<file path="src/rtl/stack_machine_multi_accel_adapter_pkg.sv">
// Shared encodings, marker words and width helpers for the multi-lane stack-machine adapter.
package stack_machine_pkg;

    localparam int unsigned ACCEL_W    = 16;
    localparam logic [15:0] END_MARKER = 16'hFFFF;
    localparam logic [15:0] SKIP_WORD  = 16'hFFFF;

    typedef enum logic [1:0] {
        S_LOAD_TYPE,
        S_LOAD_INT,
        S_LOAD_FRAC,
        S_RUN
    } top_state_e;

    typedef enum logic [1:0] {
        L_IDLE,
        L_START,
        L_BUSY,
        L_DONE
    } lane_state_e;

    function automatic int unsigned number_width(input int unsigned int_w, input int unsigned frac_w);
        return int_w + frac_w;
    endfunction

    // Queue item carries a one-bit type ahead of the fixed-point number.
    function automatic int unsigned item_width(input int unsigned int_w, input int unsigned frac_w);
        return number_width(int_w, frac_w) + 1;
    endfunction

    function automatic int unsigned queue_index_width(input int unsigned size);
        return (size > 1) ? $clog2(size) : 1;
    endfunction

    function automatic int unsigned queue_length_width(input int unsigned size);
        return $clog2(size + 1);
    endfunction

endpackage

</file>
<file path="src/rtl/stack_machine_multi_accel_adapter_if.sv">
// 16-bit accelerator word port: host (master) writes program/X words, reads Y words.
interface stack_machine_multi_accel_adapter_if;
    logic        accel_can_read;
    logic        accel_can_write;
    logic        accel_read_enable;
    logic        accel_write_enable;
    logic [15:0] accel_read_data;
    logic [15:0] accel_write_data;

    modport master (
        input  accel_can_read, accel_can_write, accel_read_data,
        output accel_read_enable, accel_write_enable, accel_write_data
    );

    modport slave (
        output accel_can_read, accel_can_write, accel_read_data,
        input  accel_read_enable, accel_write_enable, accel_write_data
    );
endinterface

</file>
<file path="src/rtl/stack_machine_multi_accel_adapter_lane_ctrl.sv">
// Per-lane IDLE/START/BUSY/DONE sequencer holding the lane's X and the captured Y/skip result.
module stack_machine_lane_ctrl
    import stack_machine_pkg::*;
#(
    parameter int unsigned X_WIDTH = 10,
    parameter int unsigned Y_WIDTH = 9
) (
    input  logic               clk,
    input  logic               rst,
    input  logic               accept_i,
    input  logic [X_WIDTH-1:0] x_i,
    input  logic               read_i,
    input  logic               sm_ready_i,
    input  logic [Y_WIDTH-1:0] sm_y_i,
    input  logic               sm_skip_i,
    output logic               sm_start_o,
    output logic [X_WIDTH-1:0] sm_x_o,
    output logic               idle_o,
    output logic               done_o,
    output logic [Y_WIDTH-1:0] y_o,
    output logic               skip_o
);

    lane_state_e        state_q;
    logic [X_WIDTH-1:0] x_q;
    logic [Y_WIDTH-1:0] y_q;
    logic               skip_q;

    always_ff @(posedge clk or posedge rst) begin
        if (rst) begin
            state_q <= L_IDLE;
            x_q     <= '0;
            y_q     <= '0;
            skip_q  <= 1'b0;
        end else begin
            unique case (state_q)
                L_IDLE: if (accept_i) begin
                    x_q     <= x_i;
                    state_q <= L_START;
                end
                // sm_ready is deliberately ignored while the start pulse is out.
                L_START: state_q <= L_BUSY;
                L_BUSY: if (sm_ready_i) begin
                    y_q     <= sm_y_i;
                    skip_q  <= sm_skip_i;
                    state_q <= L_DONE;
                end
                L_DONE: if (read_i) state_q <= L_IDLE;
                default: state_q <= L_IDLE;
            endcase
        end
    end

    assign sm_start_o = (state_q == L_START);
    assign sm_x_o     = x_q;
    assign idle_o     = (state_q == L_IDLE);
    assign done_o     = (state_q == L_DONE);
    assign y_o        = y_q;
    assign skip_o     = skip_q;

endmodule

</file>
<file path="src/rtl/stack_machine_multi_accel_adapter.sv">
// Loads a shared program into the item queue, then dispatches X words round-robin to the lanes
// and returns Y words strictly in X order.
module stack_machine_multi_accel_adapter
    import stack_machine_pkg::*;
#(
    parameter int unsigned LANES                 = 4,
    parameter int unsigned INTEGER_PART_WIDTH    = 8,
    parameter int unsigned FRACTIONAL_PART_WIDTH = 8,
    parameter int unsigned OUTPUT_QUEUE_SIZE     = 64,
    parameter int unsigned HOR_ACTIVE_PIXELS     = 640,
    parameter int unsigned VER_ACTIVE_PIXELS     = 480
) (
    input  logic clk,
    input  logic rst,
    stack_machine_multi_accel_adapter_if.slave accel,
    output logic [LANES-1:0] sm_start,
    input  logic [LANES-1:0] sm_ready,
    output logic [LANES*$clog2(HOR_ACTIVE_PIXELS)-1:0] sm_x_input,
    input  logic [LANES*$clog2(VER_ACTIVE_PIXELS)-1:0] sm_y_output,
    input  logic [LANES-1:0] sm_skip_pixel,
    input  logic [LANES*queue_index_width(OUTPUT_QUEUE_SIZE)-1:0] sm_output_queue_index,
    input  logic [LANES-1:0] sm_output_queue_get,
    output logic [LANES*item_width(INTEGER_PART_WIDTH, FRACTIONAL_PART_WIDTH)-1:0] sm_output_queue_data_out,
    output logic [queue_length_width(OUTPUT_QUEUE_SIZE)-1:0] sm_output_queue_length,
    output logic sm_output_queue_ready,
    output logic overflow
);

    localparam int unsigned X_W    = $clog2(HOR_ACTIVE_PIXELS);
    localparam int unsigned Y_W    = $clog2(VER_ACTIVE_PIXELS);
    localparam int unsigned QI_W   = queue_index_width(OUTPUT_QUEUE_SIZE);
    localparam int unsigned LEN_W  = queue_length_width(OUTPUT_QUEUE_SIZE);
    localparam int unsigned ITEM_W = item_width(INTEGER_PART_WIDTH, FRACTIONAL_PART_WIDTH);
    localparam int unsigned PTR_W  = (LANES > 1) ? $clog2(LANES) : 1;

    top_state_e                    state_q;
    logic                          type_q;
    logic [INTEGER_PART_WIDTH-1:0] int_q;
    logic [LEN_W-1:0]              length_q;
    logic                          overflow_q;
    logic [PTR_W-1:0]              disp_ptr_q;
    logic [PTR_W-1:0]              rd_ptr_q;
    logic [ITEM_W-1:0]             queue_q [OUTPUT_QUEUE_SIZE];
    logic [ITEM_W-1:0]             qdata_q [LANES];

    logic [LANES-1:0] lane_idle, lane_done, lane_skip, lane_accept, lane_read;
    logic [Y_W-1:0]   lane_y [LANES];
    logic             wr_fire, rd_fire, is_end, all_idle, queue_full;
    logic [ITEM_W-1:0] new_item;

    function automatic logic [PTR_W-1:0] next_ptr(input logic [PTR_W-1:0] p);
        return (p == PTR_W'(LANES - 1)) ? '0 : PTR_W'(p + 1'b1);
    endfunction

    assign is_end     = (accel.accel_write_data == END_MARKER);
    assign all_idle   = &lane_idle;
    assign queue_full = (length_q == LEN_W'(OUTPUT_QUEUE_SIZE));
    assign new_item   = {type_q, int_q, accel.accel_write_data[FRACTIONAL_PART_WIDTH-1:0]};

    // End-of-frame is only taken once every lane has drained; looks at the live write word.
    always_comb begin
        accel.accel_can_write = 1'b1;
        if (state_q == S_RUN) begin
            accel.accel_can_write = lane_idle[disp_ptr_q] && (!is_end || all_idle);
        end
    end

    assign accel.accel_can_read  = lane_done[rd_ptr_q];
    assign accel.accel_read_data = lane_skip[rd_ptr_q] ? SKIP_WORD : ACCEL_W'(lane_y[rd_ptr_q]);
    assign wr_fire = accel.accel_write_enable && accel.accel_can_write;
    assign rd_fire = accel.accel_read_enable && accel.accel_can_read;

    always_ff @(posedge clk or posedge rst) begin
        if (rst) begin
            state_q    <= S_LOAD_TYPE;
            type_q     <= 1'b0;
            int_q      <= '0;
            length_q   <= '0;
            overflow_q <= 1'b0;
            disp_ptr_q <= '0;
            rd_ptr_q   <= '0;
        end else begin
            if (rd_fire) rd_ptr_q <= next_ptr(rd_ptr_q);
            if (wr_fire) begin
                unique case (state_q)
                    S_LOAD_TYPE: begin
                        type_q  <= accel.accel_write_data[0];
                        state_q <= accel.accel_write_data[1] ? S_LOAD_INT : S_RUN;
                    end
                    S_LOAD_INT: begin
                        int_q   <= accel.accel_write_data[INTEGER_PART_WIDTH-1:0];
                        state_q <= S_LOAD_FRAC;
                    end
                    S_LOAD_FRAC: begin
                        if (queue_full) overflow_q <= 1'b1;
                        else            length_q   <= LEN_W'(length_q + 1'b1);
                        state_q <= S_LOAD_TYPE;
                    end
                    S_RUN: begin
                        if (is_end) begin
                            length_q   <= '0;
                            overflow_q <= 1'b0;
                            state_q    <= S_LOAD_TYPE;
                        end else begin
                            disp_ptr_q <= next_ptr(disp_ptr_q);
                        end
                    end
                    default: state_q <= S_LOAD_TYPE;
                endcase
            end
        end
    end

    // Program storage has no reset; only [0, length) is ever meaningful.
    always_ff @(posedge clk) begin
        if (wr_fire && state_q == S_LOAD_FRAC && !queue_full) begin
            queue_q[length_q[QI_W-1:0]] <= new_item;
        end
    end

    always_ff @(posedge clk or posedge rst) begin
        if (rst) begin
            for (int unsigned i = 0; i < LANES; i++) qdata_q[i] <= '0;
        end else begin
            for (int unsigned i = 0; i < LANES; i++) begin
                if (sm_output_queue_get[i]) qdata_q[i] <= queue_q[sm_output_queue_index[i*QI_W +: QI_W]];
            end
        end
    end

    for (genvar g = 0; g < LANES; g++) begin : g_lane
        assign lane_accept[g] = wr_fire && (state_q == S_RUN) && !is_end && (disp_ptr_q == PTR_W'(g));
        assign lane_read[g]   = rd_fire && (rd_ptr_q == PTR_W'(g));
        assign sm_output_queue_data_out[g*ITEM_W +: ITEM_W] = qdata_q[g];

        stack_machine_lane_ctrl #(
            .X_WIDTH (X_W),
            .Y_WIDTH (Y_W)
        ) u_lane (
            .clk        (clk),
            .rst        (rst),
            .accept_i   (lane_accept[g]),
            .x_i        (accel.accel_write_data[X_W-1:0]),
            .read_i     (lane_read[g]),
            .sm_ready_i (sm_ready[g]),
            .sm_y_i     (sm_y_output[g*Y_W +: Y_W]),
            .sm_skip_i  (sm_skip_pixel[g]),
            .sm_start_o (sm_start[g]),
            .sm_x_o     (sm_x_input[g*X_W +: X_W]),
            .idle_o     (lane_idle[g]),
            .done_o     (lane_done[g]),
            .y_o        (lane_y[g]),
            .skip_o     (lane_skip[g])
        );
    end

    assign sm_output_queue_length = length_q;
    assign sm_output_queue_ready  = 1'b1;
    assign overflow               = overflow_q;

endmodule

</file>
<file path="src/flat_wrapper.sv">
// flat-port wrapper written by rule: the top's interface ports become plain ports
module stack_machine_multi_accel_adapter_flat import stack_machine_pkg::*;
#(
    parameter int unsigned LANES                 = 4,
    parameter int unsigned INTEGER_PART_WIDTH    = 8,
    parameter int unsigned FRACTIONAL_PART_WIDTH = 8,
    parameter int unsigned OUTPUT_QUEUE_SIZE     = 64,
    parameter int unsigned HOR_ACTIVE_PIXELS     = 640,
    parameter int unsigned VER_ACTIVE_PIXELS     = 480
)
  (clk, rst, sm_start, sm_ready, sm_x_input, sm_y_output, sm_skip_pixel, sm_output_queue_index, sm_output_queue_get, sm_output_queue_data_out, sm_output_queue_length, sm_output_queue_ready, overflow, accel_accel_can_read, accel_accel_can_write, accel_accel_read_data, accel_accel_read_enable, accel_accel_write_enable, accel_accel_write_data);
  stack_machine_multi_accel_adapter_if accel_i ();
  input  logic clk;
  input  logic rst;
  output logic [LANES-1:0] sm_start;
  input  logic [LANES-1:0] sm_ready;
  output logic [LANES*$clog2(HOR_ACTIVE_PIXELS)-1:0] sm_x_input;
  input  logic [LANES*$clog2(VER_ACTIVE_PIXELS)-1:0] sm_y_output;
  input  logic [LANES-1:0] sm_skip_pixel;
  input  logic [LANES*queue_index_width(OUTPUT_QUEUE_SIZE)-1:0] sm_output_queue_index;
  input  logic [LANES-1:0] sm_output_queue_get;
  output logic [LANES*item_width(INTEGER_PART_WIDTH, FRACTIONAL_PART_WIDTH)-1:0] sm_output_queue_data_out;
  output logic [queue_length_width(OUTPUT_QUEUE_SIZE)-1:0] sm_output_queue_length;
  output logic sm_output_queue_ready;
  output logic overflow;
  output wire logic [$bits(accel_i.accel_can_read)-1:0] accel_accel_can_read;
  output wire logic [$bits(accel_i.accel_can_write)-1:0] accel_accel_can_write;
  output wire logic [$bits(accel_i.accel_read_data)-1:0] accel_accel_read_data;
  input wire logic [$bits(accel_i.accel_read_enable)-1:0] accel_accel_read_enable;
  input wire logic [$bits(accel_i.accel_write_enable)-1:0] accel_accel_write_enable;
  input wire logic [$bits(accel_i.accel_write_data)-1:0] accel_accel_write_data;
  assign accel_accel_can_read = accel_i.accel_can_read;
  assign accel_accel_can_write = accel_i.accel_can_write;
  assign accel_accel_read_data = accel_i.accel_read_data;
  assign accel_i.accel_read_enable = accel_accel_read_enable;
  assign accel_i.accel_write_enable = accel_accel_write_enable;
  assign accel_i.accel_write_data = accel_accel_write_data;
  stack_machine_multi_accel_adapter #(.LANES(LANES), .INTEGER_PART_WIDTH(INTEGER_PART_WIDTH), .FRACTIONAL_PART_WIDTH(FRACTIONAL_PART_WIDTH), .OUTPUT_QUEUE_SIZE(OUTPUT_QUEUE_SIZE), .HOR_ACTIVE_PIXELS(HOR_ACTIVE_PIXELS), .VER_ACTIVE_PIXELS(VER_ACTIVE_PIXELS)) u_core (.clk(clk), .rst(rst), .accel(accel_i), .sm_start(sm_start), .sm_ready(sm_ready), .sm_x_input(sm_x_input), .sm_y_output(sm_y_output), .sm_skip_pixel(sm_skip_pixel), .sm_output_queue_index(sm_output_queue_index), .sm_output_queue_get(sm_output_queue_get), .sm_output_queue_data_out(sm_output_queue_data_out), .sm_output_queue_length(sm_output_queue_length), .sm_output_queue_ready(sm_output_queue_ready), .overflow(overflow));
endmodule
</file>
<file path="config.mk">
export PLATFORM = sky130hd
export DESIGN_NAME = stack_machine_multi_accel_adapter_flat
export DESIGN_NICKNAME = d
export VERILOG_FILES = /design/src/rtl/stack_machine_multi_accel_adapter_pkg.sv /design/src/rtl/stack_machine_multi_accel_adapter_if.sv /design/src/rtl/stack_machine_multi_accel_adapter_lane_ctrl.sv /design/src/rtl/stack_machine_multi_accel_adapter.sv /design/src/flat_wrapper.sv
export SDC_FILE = /design/constraint.sdc
export NUM_CORES = 2
export LEC_CHECK = 0
export CORE_MARGIN = 5
export CORE_UTILIZATION = 50
export CTS_CLUSTER_DIAMETER = 100
export DETAILED_ROUTE_END_ITERATION = 6
export GPL_ROUTABILITY_DRIVEN = 0
export PLACE_DENSITY = 0.72
export REMOVE_ABC_BUFFERS = 1
export SKIP_LAST_GASP = 1
export SYNTH_ARGS = -nofsm -noshare
export SYNTH_HDL_FRONTEND = slang
export SYNTH_SLANG_ARGS = --single-unit
</file>
<file path="constraint.sdc">
create_clock -name clk -period 18.2 [get_ports clk]
set_input_delay 3.64 -clock clk [delete_from_list [all_inputs] [get_ports clk]]
set_output_delay 3.64 -clock clk [all_outputs]
set_load 0.05 [all_outputs]
</file>
==> impl_metrics.yaml <==
outcome:
  status: "complete, but fails checks"
  violations: "DRC"
placed_design:
  hpwl_um: 187000
  io_buffers: 229
logic_synthesis:
  async_flop_share: 0.141
  synth_compound_gate_area_share: 0.0896
  synth_edf_count: 1088
  synthFlopType: "edfxtp_1"
  synth_top_area_share: 0.430
  syn-cell-area_sq_um: 76000
  avgSynthCellArea_sq_um: 14.6
  muxShareOfSynthArea: 0.329
  synth_xor_area_frac: 0.000576
  synthSimpleGateAreaFrac: 0.0537
  yosysSeqAreaShare: 0.489
  syn_inst: 5199
  yosys.cell_types.count: 66
  synth_area_leaders: "edfxtp_1 (43%), mux4_2 (20%), mux2i_1 (9.3%)"
  synth_commonest_cells: "edfxtp_1 (1088), mux2i_1 (708), mux4_2 (674)"
  yosysWarningCount: 0
  synth-seq-cells: 1267
  synthAdderAreaFrac: 0.00428
  synth_most_common_cell: "edfxtp_1"
  synth_top_family_by_area: "multiplexers"
  synth_top_cell_by_area: "edfxtp_1"
route:
  routed_wl_um: 305000
  vias: 57935
  first_pass_iters: 7
  ant_nets: 0
  drt_iter0_markers: 11715
  routedWlPerCell_um: 41.0
  drt-vias-per-instance: 7.79
  route.detailed.drc: 29
finish:
  syn_to_final_growth_pct: 11.7
  fin_nets: 5400
  drive_gt1_frac: 0.272
cts:
  cts_setup_buffers: 0
  htree_levels: 4
  clock-sinks: 1267
  cts.clk_slew.worst_paths_ns: 0.06
  ctsLongestPathBuffers: 3
  insertion_delay_ns: 0.84
  postCtsHoldBufs: 0
  numCtsBuffers: 140
  cts_tree: "yes"
  post_cts_resized: 0
  root_buffer: "clkbuf_16"
timing:
  fin_setup_tns_ns: 0
  grt_setup_unrepaired: "no"
  period_minus_slack_ns: 9.77
  worst_hold_slack_ns: 0.501
  fin_skew_ns: 0.0648
  setup_viol: 0
  max_freq_mhz: 102
  period_share: 0.537
  slew_headroom: 0.0229
  worst_pin_slew_ns: 1.46
  hold_viol: 0
  maxSlewViolCount: 0
floorplan:
  dieWidth_um: 400
  dieHeight_um: 400
  die_area_sq_um: 160000
  core_sq_um: 152000
  ios: 231
  fp-row-count: 143
  initial_core_util: 0.502
pwr:
  ir_drop_mv: 0.110
  cellPowerDensity_nw_per_um2: 103
  total_power_mw: 8.72
  p_leak_nw: 29.2
min_path:
  hold_path_class: "reg -> reg"
  worstHoldStart: "u_core.g_lane[2].u_lane.y_o[8]"
  min_to: "u_core.g_lane[2].u_lane.y_o[8]"
  hold_depth: 1
global_routing:
  track_usage: 0.376
  grt_pass1_vias: 55216
  grt_max_degree: 137
  grt_pass1_wl_um: 421000
  overflow: 0
  antenna_found_initial: 20
setup_path:
  cpPeakStageDelay_ns: 0.70
  crit_buf_inv: 3
  r2r_start: "u_core.sm_output_queue_length[3]"
  cpLargestDelayFamily: "buffers and inverters"
  rr_worst_depth: 6
  critical_path_required_ns: 14.56
  critPathKind: "in -> out"
  cp-startpoint: "accel_accel_write_data[4]"
  worst_r2r_endpoint: "u_core.queue_q[40][8]"
  cp-end-kind: "output pin"
  arrival_ns: 6.13
  crit_fanout: 70
  critPathSlowestCell: "clkdlybuf4s50_1"
  rrSetupSlack_ns: 13.90
  crit_chain: "buf_2 -> buf_4 -> nand4_1 -> nor4_2 -> nand2b_1 -> a21o_1 -> clkdlybuf4s50_1"
  cp-start-kind: "input port"
flow_run:
  cap_violations: 0
==> layout make-up <==
type	count	area (sq um)
fill	11849	66700
sequential	1267	37200
multi-input combinational	3412	36600
clock buffer	183	3890
timing repair buffer	420	3740
tap	2030	2540
clock inverter	72	712
inverter	41	161
antenna	11	27.5
==> per-layer routing <==
layer | track usage | part of all wire
met2 | 0.521 | 0.41
met5 | 0.0271 | 0.0020
met3 | 0.175 | 0.18
met1 | 0.459 | 0.32
met4 | 0.270 | 0.094
==> metrics by stage <==
stage / utilization / std cells / area [sq um] / setup WS [ns]
floorplan: - / 4720 / 73600 / 9.70
detailed placement: 0.530 / 7170 / 80200 / 8.43
CTS: 0.560 / 7425 / 84800 / 8.43
finish: 0.560 / 7436 / 84900 / 8.43
global route: 0.560 / 7427 / 84900 / 8.33
global placement: 0.530 / 7170 / 80200 / 8.44
==> cell usage in the layout, fill, tap and decap left out, types with 43 or more instances in the layout <==
| cell type | Yosys | final |
|---|---|---|
| edfxtp_1 | 1088 | 1088 |
| mux2i_1 | 708 | 708 |
| mux4_2 | 674 | 674 |
| o22ai_1 | 257 | 257 |
| mux2_2 | 239 | 239 |
| clkdlybuf4s50_1 | 0 | 203 |
| buf_4 | 72 | 190 |
| dfrtp_1 | 179 | 170 |
| nor2_1 | 223 | 153 |
| nand2_1 | 150 | 149 |
| clkbuf_16 | 0 | 143 |
| nor2b_1 | 140 | 134 |
| a211oi_1 | 129 | 129 |
| o21ai_0 | 114 | 114 |
| a22oi_1 | 89 | 89 |
| nor4_1 | 68 | 68 |
| nor2_2 | 0 | 46 |
| nor3_1 | 44 | 44 |
| a21oi_1 | 43 | 43 |
==> where the power goes <==
part           internal [mW]  total (mW)  switching, mW
Sequential              3.52        3.79          0.269
Combinational          0.714        2.05           1.34
Clock                   1.62        2.87           1.25
Total                   5.86        8.72           2.86
==> sequential cells by signal, indices dropped and copies added (netlist names) <==
register	flops
u_core.g_lane.u_lane.y_o	36
u_core.int_q	8
u_core.g_lane.u_lane.sm_x_o	40
u_core.disp_ptr_q	2
u_core.queue_q	1088
u_core.overflow	1
u_core.rd_ptr_q	2
u_core.state_q	2
u_core.sm_output_queue_data_out	68
u_core.sm_output_queue_length	7
u_core.g_lane.u_lane.skip_o	4
u_core.g_lane.u_lane.state_q	8
u_core.type_q	1
==> worst max-delay path by stage <==
stage | endpoint | slack, ns | cells after the start
floorplan | u_core.disp_ptr_q[0] | 9.70 | 1
global placement | accel_accel_can_write | 8.44 | 7
detailed placement | accel_accel_can_write | 8.43 | 7
CTS | accel_accel_can_write | 8.43 | 7
global route | accel_accel_can_write | 8.33 | 7
finish | accel_accel_can_write | 8.43 | 7
==> cell families (layout without fill, tap and decap cells) <==
| logic type | after synthesis | count (layout) |
|---|---|---|
| other | 1 | 12 |
| adder cells (fa/ha/maj) | 26 | 26 |
| XOR/XNOR | 5 | 5 |
| AND/OR/NAND/NOR | 794 | 794 |
| AO/OA/AOI/OAI | 961 | 961 |
| buffers and inverters | 520 | 716 |
| flip-flops | 1267 | 1267 |
| multiplexers | 1625 | 1625 |
No activity file was read; power rests on OpenSTA's default activity.
